$ cat src/rtl/x_pmcd_gen2_if.sv
// x_pmcd_gen2_if
//   Bundle of the non-clock signals of the phase-matched clock-enable divider.
//   master : the controller that drives release, new ratios and reload requests
//   slave  : the divider itself
//   Signals
//     rel      release level, only looked at while the divider waits for release
//     div      new ratio per channel, channel k in div[k]
//     loadReq  four-phase reload request
//     loadAck  reload applied, held until loadReq drops
//     ce       one-cycle enable per channel at terminal count
//     dclk     divided level per channel
//     align    every ce bit high in the same cycle
//     running  dividers are counting
`timescale 1ns/1ps
interface x_pmcd_gen2_if #(
    parameter int NUM_CH = 4,
    parameter int CNT_W  = 8
);
    logic                             rel;
    logic [NUM_CH-1:0][CNT_W-1:0]     div;
    logic                             loadReq;
    logic                             loadAck;
    logic [NUM_CH-1:0]                ce;
    logic [NUM_CH-1:0]                dclk;
    logic                             align;
    logic                             running;

    modport master (
        output rel, div, loadReq,
        input  loadAck, ce, dclk, align, running
    );

    modport slave (
        input  rel, div, loadReq,
        output loadAck, ce, dclk, align, running
    );
endinterface

$ cat src/rtl/x_pmcd_gen2.sv
// x_pmcd_gen2
//   Parametrised phase-matched clock-enable divider. NUM_CH counters share one
//   restart point so their enables and divided levels stay phase-matched. New
//   ratios are loaded through a four-phase req/ack handshake and applied at the
//   common phase where channel 0 reaches its terminal count.
//   Ports
//     clk_i   single rising-edge clock
//     rst_ni  asynchronous active-low reset
//     bus_if  slave side of x_pmcd_gen2_if (rel, div, loadReq in;
//             loadAck, ce, dclk, align, running out)
`timescale 1ns/1ps
module x_pmcd_gen2 #(
    parameter int                          NUM_CH   = 4,
    parameter int                          CNT_W    = 8,
    parameter string                       EN_REL   = "FALSE",
    parameter logic [NUM_CH*CNT_W-1:0]     DIV_INIT = (NUM_CH*CNT_W)'(32'h08040201)
) (
    input  logic             clk_i,
    input  logic             rst_ni,
    x_pmcd_gen2_if.slave     bus_if
);

    localparam bit RelGate = (EN_REL == "TRUE");

    typedef enum logic [2:0] {HOLD, WREL, RUN, PEND, ACK} state_t;
    typedef logic [NUM_CH-1:0][CNT_W-1:0] ratioVec_t;

    state_t             state_q, state_d;
    ratioVec_t          cnt_q, cnt_d;
    ratioVec_t          ratio_q, ratio_d;
    ratioVec_t          shadow_q, shadow_d;
    logic               loadAck_q, loadAck_d;
    logic [NUM_CH-1:0]  ce_q, ce_d;
    logic [NUM_CH-1:0]  dclk_q, dclk_d;
    logic               align_q, align_d;
    logic               running_q, running_d;

    // A ratio field of zero behaves as a ratio of one, so its terminal count is 0.
    function automatic logic [CNT_W-1:0] termCount(input logic [CNT_W-1:0] field);
        termCount = (field == '0) ? '0 : field - CNT_W'(1);
    endfunction

    // Number of high cycles of the divided level: ceil(R/2), one extra bit so
    // that R = 2^CNT_W-1 does not overflow.
    function automatic logic [CNT_W:0] highLen(input logic [CNT_W-1:0] field);
        logic [CNT_W:0] r;
        r       = (field == '0) ? (CNT_W+1)'(1) : {1'b0, field};
        highLen = (r + (CNT_W+1)'(1)) >> 1;
    endfunction

    // Next-state logic. Counters free-run on the active ratios; the state
    // machine overrides them with zero while idle and at the reload phase.
    // The registered outputs are decoded from the next state so they line up
    // with the counters they describe and never see an input combinationally.
    always_comb begin
        state_d   = state_q;
        ratio_d   = ratio_q;
        shadow_d  = shadow_q;
        loadAck_d = loadAck_q;
        for (int k = 0; k < NUM_CH; k++) begin
            cnt_d[k] = (cnt_q[k] == termCount(ratio_q[k])) ? '0 : cnt_q[k] + CNT_W'(1);
        end

        case (state_q)
            HOLD: begin
                cnt_d   = '0;
                state_d = RelGate ? WREL : RUN;
            end
            WREL: begin
                cnt_d = '0;
                if (bus_if.rel) begin
                    state_d = RUN;
                end
            end
            RUN: begin
                if (bus_if.loadReq) begin
                    shadow_d = bus_if.div;
                    state_d  = PEND;
                end
            end
            PEND: begin
                if (cnt_q[0] == termCount(ratio_q[0])) begin
                    cnt_d     = '0;
                    ratio_d   = shadow_q;
                    loadAck_d = 1'b1;
                    state_d   = ACK;
                end
            end
            ACK: begin
                if (!bus_if.loadReq) begin
                    loadAck_d = 1'b0;
                    state_d   = RUN;
                end
            end
            default: begin
                cnt_d   = '0;
                state_d = HOLD;
            end
        endcase

        running_d = (state_d == RUN) || (state_d == PEND) || (state_d == ACK);
        for (int k = 0; k < NUM_CH; k++) begin
            ce_d[k]   = running_d && (cnt_d[k] == termCount(ratio_d[k]));
            dclk_d[k] = running_d && ({1'b0, cnt_d[k]} < highLen(ratio_d[k]));
        end
        align_d = &ce_d;
    end

    // State and output registers. Reset drops every output at once and throws
    // away any reload that was in flight.
    always_ff @(posedge clk_i or negedge rst_ni) begin
        if (!rst_ni) begin
            state_q   <= HOLD;
            cnt_q     <= '0;
            ratio_q   <= DIV_INIT;
            shadow_q  <= DIV_INIT;
            loadAck_q <= 1'b0;
            ce_q      <= '0;
            dclk_q    <= '0;
            align_q   <= 1'b0;
            running_q <= 1'b0;
        end else begin
            state_q   <= state_d;
            cnt_q     <= cnt_d;
            ratio_q   <= ratio_d;
            shadow_q  <= shadow_d;
            loadAck_q <= loadAck_d;
            ce_q      <= ce_d;
            dclk_q    <= dclk_d;
            align_q   <= align_d;
            running_q <= running_d;
        end
    end

    assign bus_if.loadAck = loadAck_q;
    assign bus_if.ce      = ce_q;
    assign bus_if.dclk    = dclk_q;
    assign bus_if.align   = align_q;
    assign bus_if.running = running_q;

endmodule

$ cat src/flat_wrapper.sv
// flat-port wrapper written by rule: the top's interface ports become plain ports
module x_pmcd_gen2_flat 
#(
    parameter int                          NUM_CH   = 4,
    parameter int                          CNT_W    = 8,
    parameter string                       EN_REL   = "     ",
    parameter logic [NUM_CH*CNT_W-1:0]     DIV_INIT = (NUM_CH*CNT_W)'(32'h08040201)
)
  (clk_i, rst_ni, bus_if_rel, bus_if_div, bus_if_loadReq, bus_if_loadAck, bus_if_ce, bus_if_dclk, bus_if_align, bus_if_running);
  x_pmcd_gen2_if #(.NUM_CH(NUM_CH), .CNT_W(CNT_W)) bus_if_i ();
  input  logic clk_i;
  input  logic rst_ni;
  input wire logic [$bits(bus_if_i.rel)-1:0] bus_if_rel;
  input wire logic [$bits(bus_if_i.div)-1:0] bus_if_div;
  input wire logic [$bits(bus_if_i.loadReq)-1:0] bus_if_loadReq;
  output wire logic [$bits(bus_if_i.loadAck)-1:0] bus_if_loadAck;
  output wire logic [$bits(bus_if_i.ce)-1:0] bus_if_ce;
  output wire logic [$bits(bus_if_i.dclk)-1:0] bus_if_dclk;
  output wire logic [$bits(bus_if_i.align)-1:0] bus_if_align;
  output wire logic [$bits(bus_if_i.running)-1:0] bus_if_running;
  assign bus_if_i.rel = bus_if_rel;
  assign bus_if_i.div = bus_if_div;
  assign bus_if_i.loadReq = bus_if_loadReq;
  assign bus_if_loadAck = bus_if_i.loadAck;
  assign bus_if_ce = bus_if_i.ce;
  assign bus_if_dclk = bus_if_i.dclk;
  assign bus_if_align = bus_if_i.align;
  assign bus_if_running = bus_if_i.running;
  x_pmcd_gen2 #(.NUM_CH(NUM_CH), .CNT_W(CNT_W), .EN_REL(EN_REL), .DIV_INIT(DIV_INIT)) u_core (.clk_i(clk_i), .rst_ni(rst_ni), .bus_if(bus_if_i));
endmodule
$ cat config.mk
export PLATFORM = sky130hd
export DESIGN_NAME = x_pmcd_gen2_flat
export DESIGN_NICKNAME = d
export VERILOG_FILES = /design/src/rtl/x_pmcd_gen2_if.sv /design/src/rtl/x_pmcd_gen2.sv /design/src/flat_wrapper.sv
export SDC_FILE = /design/constraint.sdc
export NUM_CORES = 1
export LEC_CHECK = 0
export BUFFER_PORTS_ARGS = -buffer_cell sky130_fd_sc_hd__buf_2
export CORE_ASPECT_RATIO = 2
export CORE_MARGIN = 1
export CORE_UTILIZATION = 60
export CTS_CLUSTER_SIZE = 25
export DETAILED_ROUTE_END_ITERATION = 7
export PLACE_DENSITY = 0.8
export SLEW_MARGIN = 20
export SYNTH_ARGS = -nofsm -noshare
export SYNTH_HDL_FRONTEND = slang
export SYNTH_SLANG_ARGS = --single-unit
export TNS_END_PERCENT = 20
$ cat constraint.sdc
create_clock -name clk_i -period 11.85 [get_ports clk_i]
set_input_delay 1.185 -clock clk_i [delete_from_list [all_inputs] [get_ports clk_i]]
set_output_delay 1.185 -clock clk_i [all_outputs]
set_load 0.02 [all_outputs]
==> reports/qor.log <==
qor: run_status.outcome completed
qor: clock_network.clk_transition_reported_paths 0.08 ns
qor: sta.final-setup-viol-count 0
qor: logic_synthesis.netlist_area_before_placement 8730 um^2
qor: logic_synthesis.yosysUniqueCellTypes 74
qor: global_routing.grt_use_total 34.6%
qor: critical_path.crit_path_cell_trace inv_1, ha_1, nor3b_1, or4_1, a221oi_1, a311o_1, nor3_4, buf_4, a21oi_1, ha_1, nand2_1, or3_1, nor3_1, a21o_1, nor3_1, nand3_1, xor2_1, ha_1, and4_1, a21oi_1, nand3_1, a31oi_1
qor: routing.detail_route.drc_violations 0
qor: routing.detail_route.iter0.violations 438
qor: floorplanning.placementRows 62
qor: routing.drt_pre_antenna_iters 8
qor: clock_network.cts_hold_buf 0
qor: job.drv.max_cap_violation_count 0
qor: global_routing.grt_max_degree 64
qor: logic_synthesis.synth.top_cell.area_share 29.2%
qor: sta.worst_clock_skew_on_the_final_layout 0.0107 ns
qor: sta.tightest_slew 1.02 ns
qor: routing.routed-via-count 7925
qor: critical_path.critical-path-top-delay-family simple AND/OR/NAND/NOR gates
qor: sta.fin_crit_sh 50.9%
qor: logic_synthesis.async_flop_share 100%
qor: clock_network.cts_made_buffers 9
qor: floorplanning.die_height 173 um
qor: sta.fin_tns_setup 0 ns
qor: critical_path.timing.setup.critical_path_class flop to flop
qor: floorplanning.die_area 15100 um^2
qor: clock_network.cts.path.max_buffers 2
qor: global_routing.vias_in_the_first_global_route 8063
qor: critical_path.crit_path_top_delay_cell a311o_1
qor: cells_and_area.multiInputGateArea 5580 um^2
qor: logic_synthesis.post_synth.cell_area_avg 8.84 um^2
qor: critical_path.critPathLaunch u_core.ratio_q[0]
qor: critical_path.critPathBufInv 2
qor: worst_hold_path.hold_end u_core.bus_if.loadAck
qor: cells_and_area.drive_above_1_share 14.1%
qor: floorplanning.start_util 61.2%
qor: critical_path.r2r_start u_core.ratio_q[0]
qor: global_routing.wire_length_of_the_first_global_routing_pass 39600 um
qor: cells_and_area.area_delta_synth_final 7.69%
qor: critical_path.rr_worst_depth 22
qor: floorplanning.core-area 14300 um^2
qor: routing.wl_per_cell 20.4 um
qor: clock_network.clkLatencyLatePin 0.36 ns
qor: cells_and_area.nFillCells 1258
qor: cells_and_area.diodes 0
qor: clock_network.cts_tree built
qor: critical_path.endpoint_kind flop
qor: cells_and_area.register_area 2760 um^2
qor: routing.antenna_violating_nets_post_route 0
qor: worst_hold_path.worstHoldPathType flop to flop
qor: sta.rsz0062_at_grt no
qor: critical_path.worst_r2r_setup_slack 5.82 ns
qor: critical_path.cp.arrival 6.31 ns
qor: routing.detail_route.vias_per_cell 6.55
qor: critical_path.crit-reg2reg-capture u_core.bus_if.dclk[2]
qor: clock_network.post_cts.resized_instances 0
qor: clock_network.cts_sinks 110
qor: clock_network.cts_root_buf clkbuf_16
qor: logic_synthesis.synth.area.top_cells dfrtp_1, xnor2_1, ha_1
qor: critical_path.worst-endpoint-required 12.13 ns
qor: logic_synthesis.ys_dominant_reg_cell dfrtp_1
qor: logic_synthesis.number_of_cells_produced_by_synthesis 988
qor: clock_network.clock_tree.htree_level_count 3
qor: placement.placement.io_buffers 46
qor: worst_hold_path.launch_instance_of_the_worst_min_delay_path u_core.bus_if.loadAck
qor: placement.dp.final_hpwl 18800 um
qor: logic_synthesis.synthesized_nets 1069
qor: critical_path.delay_of_the_slowest_cell_on_the_worst_path 0.60 ns
qor: sta.fmax 166 MHz
qor: floorplanning.dieWidth 87.3 um
qor: routing.route.final.wire_length 24700 um
qor: floorplanning.ioPinCount 47
qor: placement.placed_cell_area 9110 um^2
qor: worst_hold_path.min_delay_path_depth 2
qor: cells_and_area.fin_nets 1095
qor: critical_path.worstPathMaxFanout 34
qor: global_routing.gr-total-overflow 0
qor: cells_and_area.fin_area 9400 um^2
qor: logic_synthesis.synth-warning-count 0
qor: cells_and_area.layout.cells.most_common dfrtp_1
qor: global_routing.antenna_found_initial 0
qor: sta.slew_headroom 32.3%
qor: critical_path.cp-start-kind flop
qor: logic_synthesis.library_cell_with_the_largest_summed_area_after_synthesis dfrtp_1
qor: logic_synthesis.synth_sequential_area_ratio 31.6%
qor: sta.report.final.hold_viol_count 0
qor: critical_path.critical-path-top-cell-by-count ha_1
qor: clock_network.post-cts-setup-buffer-count 0
qor: logic_synthesis.ff_latch_count_synth 110
qor: logic_synthesis.synth_edf_count 0
qor: placement.finalWeightedCongestion 1.03
qor: cells_and_area.layout_common_cells dfrtp_1, nor2_1, xnor2_1
qor: sta.final_max_slew_viol_count 0
qor: sta.fin_crit 6.03 ns
## how the worst max path moves through the flow
| stage | endpoint | slack [ns] | cells past startpoint |
|---|---|---|---|
| after floorplan | u_core.bus_if.dclk[2] | 6.49 | 24 |
| after global placement | u_core.bus_if.dclk[2] | 6.06 | 22 |
| after detailed placement | u_core.bus_if.dclk[2] | 5.87 | 20 |
| after CTS | u_core.bus_if.dclk[2] | 5.83 | 22 |
| after global routing | u_core.bus_if.dclk[2] | 5.41 | 22 |
| final | u_core.bus_if.dclk[2] | 5.82 | 22 |
## synthesized netlist by cell type (5+ instances only)
| master | instances |
|---|---|
| dfrtp_1 | 102 |
| nor2_1 | 86 |
| xnor2_1 | 67 |
| nand2_1 | 65 |
| inv_1 | 55 |
| a21oi_1 | 52 |
| xor2_1 | 48 |
| ha_1 | 45 |
| nand3_1 | 40 |
| nor3_1 | 39 |
| mux2_2 | 38 |
| mux2i_1 | 34 |
| clkbuf_1 | 30 |
| o21ai_0 | 28 |
| nor4_1 | 16 |
| a21o_1 | 14 |
| nor3b_1 | 14 |
| a31oi_1 | 13 |
| a211oi_1 | 12 |
| and3_1 | 12 |
| nor2b_1 | 11 |
| or4_1 | 10 |
| nand4_1 | 9 |
| o22ai_1 | 9 |
| dfstp_2 | 8 |
| o211ai_1 | 8 |
| or3_1 | 7 |
| and4_1 | 6 |
| nand2b_1 | 6 |
| o211a_1 | 6 |
| o21a_1 | 6 |
| or2_2 | 6 |
| a311oi_1 | 5 |
| buf_2 | 5 |
## stage by stage
step                hold WS (ns)  utilization (%)  cells  setup slack [ns]
floorplan                  0.491                -    988              6.49
finish                     0.501             65.9   1210              5.82
CTS                        0.509             65.8   1209              5.83
global route               0.521             65.9   1210              5.41
global placement           0.470             63.8   1194              6.06
detailed placement         0.489             63.8   1194              5.87
## state kept, by name, summed over array words and instances, names as in the netlist
signal	cells
u_core.state_q	3
u_core.bus_if.loadAck	1
u_core.cnt_q	32
u_core.bus_if.dclk	4
u_core.bus_if.ce	4
u_core.bus_if.align	1
u_core.bus_if.running	1
u_core.ratio_q	32
u_core.shadow_q	32
## cell type report
cell class | instances | share of cell area, %
Multi-Input combinational cell | 779 | 59.3
Sequential cell | 110 | 29.4
Inverter | 56 | 2.24
Clock inverter | 5 | 0.639
Timing Repair Buffer | 58 | 3.43
Tap cell | 192 | 2.55
Clock buffer | 10 | 2.43
## cell families after synthesis
family | synth area share (%)
compound gates | 15.0
flops | 31.6
xor+xnor | 12.1
mux | 9.06
buf+inv | 4.67
fa+ha+maj | 6.45
simple gates | 21.1
## per-layer routing
| layer | share of wire, % | vias to the layer above | global-route usage (%) |
|---|---|---|---|
| met2 | 51 | 367 | 58.8 |
| met1 | 34 | 3782 | 35.3 |
| met4 | 8.9 | 0 | 28.5 |
| met5 | 0 | - | 0 |
| met3 | 5.9 | 161 | 7.11 |
| li1 | - | 3615 | - |
## worst reg2reg max path: stages, from the launching register on
cell      delay [ns]
dfstp_2         0.59
inv_1           0.12
ha_1            0.24
nor3b_1         0.18
or4_1           0.49
a221oi_1        0.48
a311o_1         0.60
nor3_4          0.10
buf_4           0.29
a21oi_1         0.41
ha_1            0.31
nand2_1         0.10
or3_1           0.32
nor3_1          0.27
a21o_1          0.20
nor3_1          0.10
nand3_1         0.13
xor2_1          0.16
ha_1            0.26
and4_1          0.21
a21oi_1         0.15
nand3_1         0.09
a31oi_1         0.15
Power is left out: the tool's default activity adds up to more than one toggle a clock period on the data nets, which glitch-free logic cannot reach.
